==> src/rtl/axi_arb_pkg.sv <==
// Shared types and helpers for the AXI4 read/write round-robin arbiters.
// Exports: wr_state_t, N_MASTER_DEF, RR_MAXN, rr_next().
package axi_arb_pkg;

  localparam int N_MASTER_DEF = 4;
  localparam int RR_MAXN      = 8;

  typedef enum logic [1:0] {
    IDLE = 2'd0,
    XFER = 2'd1,
    RESP = 2'd2
  } wr_state_t;

  // One-hot pick of the first set bit of req, searching
  // ptr+1, ptr+2, ... ptr+n modulo n. Zero when req is empty.
  // Descending k so the nearest requester is written last.
  function automatic logic [RR_MAXN-1:0] rr_next(
    input logic [RR_MAXN-1:0] req,
    input logic [2:0]         ptr,
    input int                 n
  );
    logic [RR_MAXN-1:0] gnt;
    logic [2:0]         sel;
    gnt = '0;
    for (int k = RR_MAXN; k >= 1; k--) begin
      if (k <= n) begin
        sel = 3'((int'(ptr) + k) % n);
        if (req[sel]) begin
          gnt      = '0;
          gnt[sel] = 1'b1;
        end
      end
    end
    return gnt;
  endfunction

endpackage

==> src/rtl/axi_rr_pick.sv <==
// Combinational round-robin picker shared by the read/write arbiters.
// Ports: i_req, i_ptr in; o_gnt (one-hot), o_id, o_any out.
module axi_rr_pick
  import axi_arb_pkg::*;
#(
  parameter  int N  = N_MASTER_DEF,
  localparam int IW = $clog2(N)
) (
  input  logic [N-1:0]  i_req,
  input  logic [IW-1:0] i_ptr,
  output logic [N-1:0]  o_gnt,
  output logic [IW-1:0] o_id,
  output logic          o_any
);

  logic [RR_MAXN-1:0] w_req8;
  logic [2:0]         w_ptr3;
  logic [RR_MAXN-1:0] w_gnt8;

  always_comb begin
    w_req8         = '0;
    w_req8[N-1:0]  = i_req;
    w_ptr3         = '0;
    w_ptr3[IW-1:0] = i_ptr;
    w_gnt8         = rr_next(w_req8, w_ptr3, N);
  end

  assign o_gnt = w_gnt8[N-1:0];
  assign o_any = |i_req;

  always_comb begin
    o_id = '0;
    for (int i = 0; i < RR_MAXN; i++) begin
      if (w_gnt8[i]) o_id = IW'(i);
    end
  end

endmodule

==> src/rtl/axi_wr_rr_arbiter.sv <==
// Round-robin AXI4 write-channel arbiter: one owner holds AW/W/B
// from grant through the B handshake; optional watchdog release.
// Ports: ACLK, ARESETn; per-master AWVALID, WVALID, WLAST, BREADY;
// muxed m_AWREADY, m_WREADY, m_BVALID; out wgrnt, wgrnt_id, busy,
// wto_err (pulse), wto_id.
module axi_wr_rr_arbiter
  import axi_arb_pkg::*;
#(
  parameter  int N_MASTER = N_MASTER_DEF,
  parameter  int TIMEOUT  = 0,
  localparam int IW       = $clog2(N_MASTER)
) (
  input  logic                ACLK,
  input  logic                ARESETn,
  input  logic [N_MASTER-1:0] AWVALID,
  input  logic [N_MASTER-1:0] WVALID,
  input  logic [N_MASTER-1:0] WLAST,
  input  logic [N_MASTER-1:0] BREADY,
  input  logic                m_AWREADY,
  input  logic                m_WREADY,
  input  logic                m_BVALID,
  output logic [N_MASTER-1:0] wgrnt,
  output logic [IW-1:0]       wgrnt_id,
  output logic                busy,
  output logic                wto_err,
  output logic [IW-1:0]       wto_id
);

  wr_state_t r_state;
  logic [IW-1:0] r_ptr;
  logic r_aw_done;
  logic r_wl_done;

  logic [N_MASTER-1:0] w_req;
  logic [N_MASTER-1:0] w_pick_gnt;
  logic [IW-1:0]       w_pick_id;
  logic                w_pick_any;
  logic w_aw_hs;
  logic w_wl_hs;
  logic w_b_hs;
  logic w_xfer_done;
  logic w_chg;
  logic w_to;

  // W-first masters may win arbitration too.
  assign w_req = AWVALID | WVALID;

  axi_rr_pick #(.N(N_MASTER)) u_pick (
    .i_req (w_req),
    .i_ptr (r_ptr),
    .o_gnt (w_pick_gnt),
    .o_id  (w_pick_id),
    .o_any (w_pick_any)
  );

  assign w_aw_hs = AWVALID[wgrnt_id] & m_AWREADY;
  assign w_wl_hs = WVALID[wgrnt_id] & m_WREADY
                 & WLAST[wgrnt_id];
  assign w_b_hs  = m_BVALID & BREADY[wgrnt_id];

  // Same-cycle completion of AW and WLAST counts.
  assign w_xfer_done = (r_aw_done | w_aw_hs)
                     & (r_wl_done | w_wl_hs);

  // Normal progress out of XFER/RESP; wins over the watchdog.
  assign w_chg = ((r_state == XFER) && w_xfer_done)
              || ((r_state == RESP) && w_b_hs);

  generate
    if (TIMEOUT > 0) begin : g_wdog
      localparam int CW = $clog2(TIMEOUT + 1);
      logic [CW-1:0] r_cnt;

      // r_cnt = cycles already spent in the current state.
      always_ff @(posedge ACLK or negedge ARESETn) begin
        if (!ARESETn) begin
          r_cnt <= '0;
        end else if (r_state == IDLE || w_chg || w_to) begin
          r_cnt <= '0;
        end else begin
          r_cnt <= r_cnt + CW'(1);
        end
      end

      assign w_to = (r_state != IDLE) && !w_chg
                 && (r_cnt == CW'(TIMEOUT - 1));
    end else begin : g_nowdog
      assign w_to = 1'b0;
    end
  endgenerate

  always_ff @(posedge ACLK or negedge ARESETn) begin
    if (!ARESETn) begin
      r_state   <= IDLE;
      r_ptr     <= IW'(N_MASTER - 1);
      r_aw_done <= 1'b0;
      r_wl_done <= 1'b0;
      wgrnt     <= '0;
      wgrnt_id  <= '0;
      busy      <= 1'b0;
      wto_err   <= 1'b0;
      wto_id    <= '0;
    end else begin
      wto_err <= 1'b0;
      unique case (r_state)
        IDLE: begin
          if (w_pick_any) begin
            wgrnt     <= w_pick_gnt;
            wgrnt_id  <= w_pick_id;
            r_ptr     <= w_pick_id;
            busy      <= 1'b1;
            r_aw_done <= 1'b0;
            r_wl_done <= 1'b0;
            r_state   <= XFER;
          end
        end
        XFER: begin
          if (w_to) begin
            wgrnt   <= '0;
            busy    <= 1'b0;
            wto_err <= 1'b1;
            wto_id  <= wgrnt_id;
            r_state <= IDLE;
          end else if (w_chg) begin
            r_state <= RESP;
          end else begin
            r_aw_done <= r_aw_done | w_aw_hs;
            r_wl_done <= r_wl_done | w_wl_hs;
          end
        end
        RESP: begin
          if (w_to) begin
            wgrnt   <= '0;
            busy    <= 1'b0;
            wto_err <= 1'b1;
            wto_id  <= wgrnt_id;
            r_state <= IDLE;
          end else if (w_chg) begin
            wgrnt   <= '0;
            busy    <= 1'b0;
            r_state <= IDLE;
          end
        end
        default: begin
          wgrnt   <= '0;
          busy    <= 1'b0;
          r_state <= IDLE;
        end
      endcase
    end
  end

endmodule
==> config.mk <==
export PLATFORM = sky130hd
export DESIGN_NAME = axi_wr_rr_arbiter
export DESIGN_NICKNAME = d
export VERILOG_FILES = /design/src/rtl/axi_arb_pkg.sv /design/src/rtl/axi_rr_pick.sv /design/src/rtl/axi_wr_rr_arbiter.sv
export SDC_FILE = /design/constraint.sdc
export NUM_CORES = 1
export LEC_CHECK = 0
export BUFFER_PORTS_ARGS = -buffer_cell sky130_fd_sc_hd__buf_2
export CAP_MARGIN = 20
export CORE_MARGIN = 3
export CORE_UTILIZATION = 50
export DETAILED_ROUTE_END_ITERATION = 7
export PLACE_DENSITY = 0.77
export SYNTH_ARGS = -nofsm -noshare
export SYNTH_HDL_FRONTEND = slang
export SYNTH_SLANG_ARGS = --single-unit
==> constraint.sdc <==
create_clock -name ACLK -period 2.9 [get_ports ACLK]
set_clock_uncertainty 0.05 [all_clocks]
set_input_delay 0.145 -clock ACLK [delete_from_list [all_inputs] [get_ports ACLK]]
set_output_delay 0.145 -clock ACLK [all_outputs]
set_load 0.1 [all_outputs]
==> run_results.csv <==
group,metric,value,unit
cts,cts_tree,"yes",
place,numPortBuffers,27,
timing,post-route-period-util,89.5,%
min_path,min_path_cells,4,
routing,wl,2.48,mm
synth,yosysSeqAreaShare,30.6,%
setup_path,start_kind,"flip-flop",
routing,drc,0,
timing,tightest_slew,593,ps
cts,clock_latency,270,ps
final_layout,diodes,0,
setup_path,crit_path_end_kind,"flip-flop",
final_layout,fillers,173,
synth,synth_top_cell_area_share,25.7,%
final_layout,stdcell_area,0.00124,sq mm
die,rows,16,
final_layout,layout-drive-gt1-share,31.4,%
power_and_ir_drop,leakage,0.589,nW
synth,async_reset_ff_share,100,%
power_and_ir_drop,power,1.50,mW
place,gp_congestion,0.914,
min_path,holdPathEnd,"r_wl_done",
die,die_area,0.00274,sq mm
cts,cts_sinks,13,
timing,post-route-min-period,2590,ps
synth,synth-seq-cells,13,
global_route,grt_max_degree,14,
place,place_area,0.00121,sq mm
routing,via_per_inst,5.69,
timing,hold_viol_final,0,
final_layout,layout_common_cells,"buf_2, nand2_1, dfrtp_1",
run_status,status,"finished clean",
die,die_y,52.3,um
global_route,grt_overflow,0,
global_route,antenna_found_initial,0,
min_path,hold_path_class,"primary input to flip-flop",
final_layout,layout_commonest_cell,"buf_2",
synth,avgSynthCellArea,9.57,sq um
setup_path,r2r_setup_slack,310,ps
timing,holdWs,176,ps
cts,cts_root_buffer,"clkbuf_4",
routing,first_iter_violations,23,
synth,yosys_warnings,0,
setup_path,reg2reg_to,"wgrnt_id[0]",
timing,fmax,0.385,GHz
synth,syn_area,0.00107,sq mm
timing,rsz0062_at_grt,"no",
die,die_width,52.3,um
global_route,grt_pass1_vias,949,
timing,finalSetupTns,0,ps
die,io_pins,31,
synth,yosysUniqueCellTypes,40,
die,start_util,53.6,%
die,core,0.00200,sq mm
global_route,grt_pass1_wl,4.35,mm
setup_path,required,3050,ps
synth,synth_edf_count,0,
synth,ys.flop_type,"dfrtp_1",
routing,vias,950,
synth,syn_inst,112,
cts,clock_tree.htree_level_count,1,
cts,cts_resized,0,
setup_path,worstReg2RegStart,"r_ptr[0]",
routing,wl_per_cell,14.9,um
cts,cts_buffers,3,
cts,clk_pin_slew,80,ps
setup_path,arrival,2740,ps
cts,cts_buffer_depth,2,
power_and_ir_drop,power_density,1210,mW/mm^2
timing,max-slew-margin-rel,60.1,%
routing,drt_first_pass_iters,5,
final_layout,syn_to_final_growth,16.0,%
global_route,grt_util_all_layers,21.1,%
timing,maxSlewViolCount,0,
setup_path,cp_max_fo,11,
synth,synth_largest_area_cell,"dfrtp_1",
job,drv_cap,0,
place,post-dp-hpwl,2.06,mm
timing,final-setup-viol-count,0,
final_layout,nNetsFinal,169,
min_path,min_from,"m_AWREADY",
setup_path,crit_type,"flip-flop to flip-flop",
setup_path,reg2regPathDepth,7,
routing,ant_nets,0,
power_and_ir_drop,ir_drop,0.000726,V
synth,synth_area_leaders,"dfrtp_1, ha_1, mux4_1, mux4_2, nand2_1",
-- synth_stat cells, types with 3 or more instances --
cell type	number
nand3_1	4
o211ai_1	5
mux4_1	3
dfrtp_1	11
nor2_1	8
nand2b_1	3
inv_1	3
nand2_1	15
ha_1	7
buf_4	3
inv_2	3
nor3_1	4
mux4_2	3
a21oi_1	5
or2_1	3
-- cell families (layout without fill, tap and decap cells) --
logic type                 Yosys count  in the layout  synth area share (%)
and+or+nand+nor                     48             48                  23.7
DFF                                 13             13                  30.6
adders and majority gates            7              7                  8.17
AOI/OAI and AO/OA                   25             25                  17.6
muxes                                6              6                  13.7
other                                1              3                 0.350
buffers and inverters               12             38                  5.95
-- where the power goes --
part / internal, mW / switching (mW)
logic: 0.325 / 0.686
clock network: 0.0532 / 0.0544
registers: 0.273 / 0.112
-- state kept, by name (all words and copies together), names as in the netlist --
register   count
wgrnt          4
r_ptr          2
r_state        2
wgrnt_id       2
busy           1
r_aw_done      1
r_wl_done      1
-- critical path, cell delays in order, from the launching register on --
cell      delay, ps
dfstp_2         660
inv_2           110
ha_1            340
mux4_2          640
a211oi_2        280
a221oi_2         90
nand4b_1        210
nand3_1         140
-- what timing repair did --
item,CTS,global route
endpoints found under the hold margin,13,0
buffers inserted,0,0
hold buffers,1,0
-- worst max path at each step --
stage | from | endpoint | slack (ps) | depth (start not counted)
after floorplan | wgrnt_id[0] | wgrnt[0] | 520 | 6
after global placement | r_ptr[0] | r_ptr[1] | 440 | 6
after detailed placement | r_ptr[0] | wgrnt_id[0] | 340 | 7
after CTS | r_ptr[0] | wgrnt_id[0] | 330 | 7
after global routing | r_ptr[0] | wgrnt_id[0] | 160 | 7
final | r_ptr[0] | wgrnt_id[0] | 310 | 7
-- layer usage --
metal,track usage [%],vias to the layer above,share of wire (%),routed length (um)
met5,0,-,0,0
met4,5.11,0,1.1,27
met3,1.71,4,4.5,112
met2,38.4,34,50,1250
met1,26.7,445,44,1090
li1,-,467,-,-
-- metrics by stage --
stage | utilization, % | setup WS, ps | instances
after floorplan | - | 516 | 114
after global placement | 60.3 | 437 | 162
after detailed placement | 60.3 | 341 | 162
after CTS | 62.1 | 326 | 167
after global routing | 62.1 | 157 | 167
final | 62.1 | 305 | 167
-- area by class of cell --
type,instances,area [sq um],share of cell area [%]
Clock buffer,4,26.3,2.11
Tap cell,27,33.8,2.72
Multi-Input combinational cell,89,688,55.3
Sequential cell,13,328,26.4
Inverter,6,22.5,1.81
Timing Repair Buffer,28,145,11.7
No activity file was read; power rests on OpenSTA's default activity.
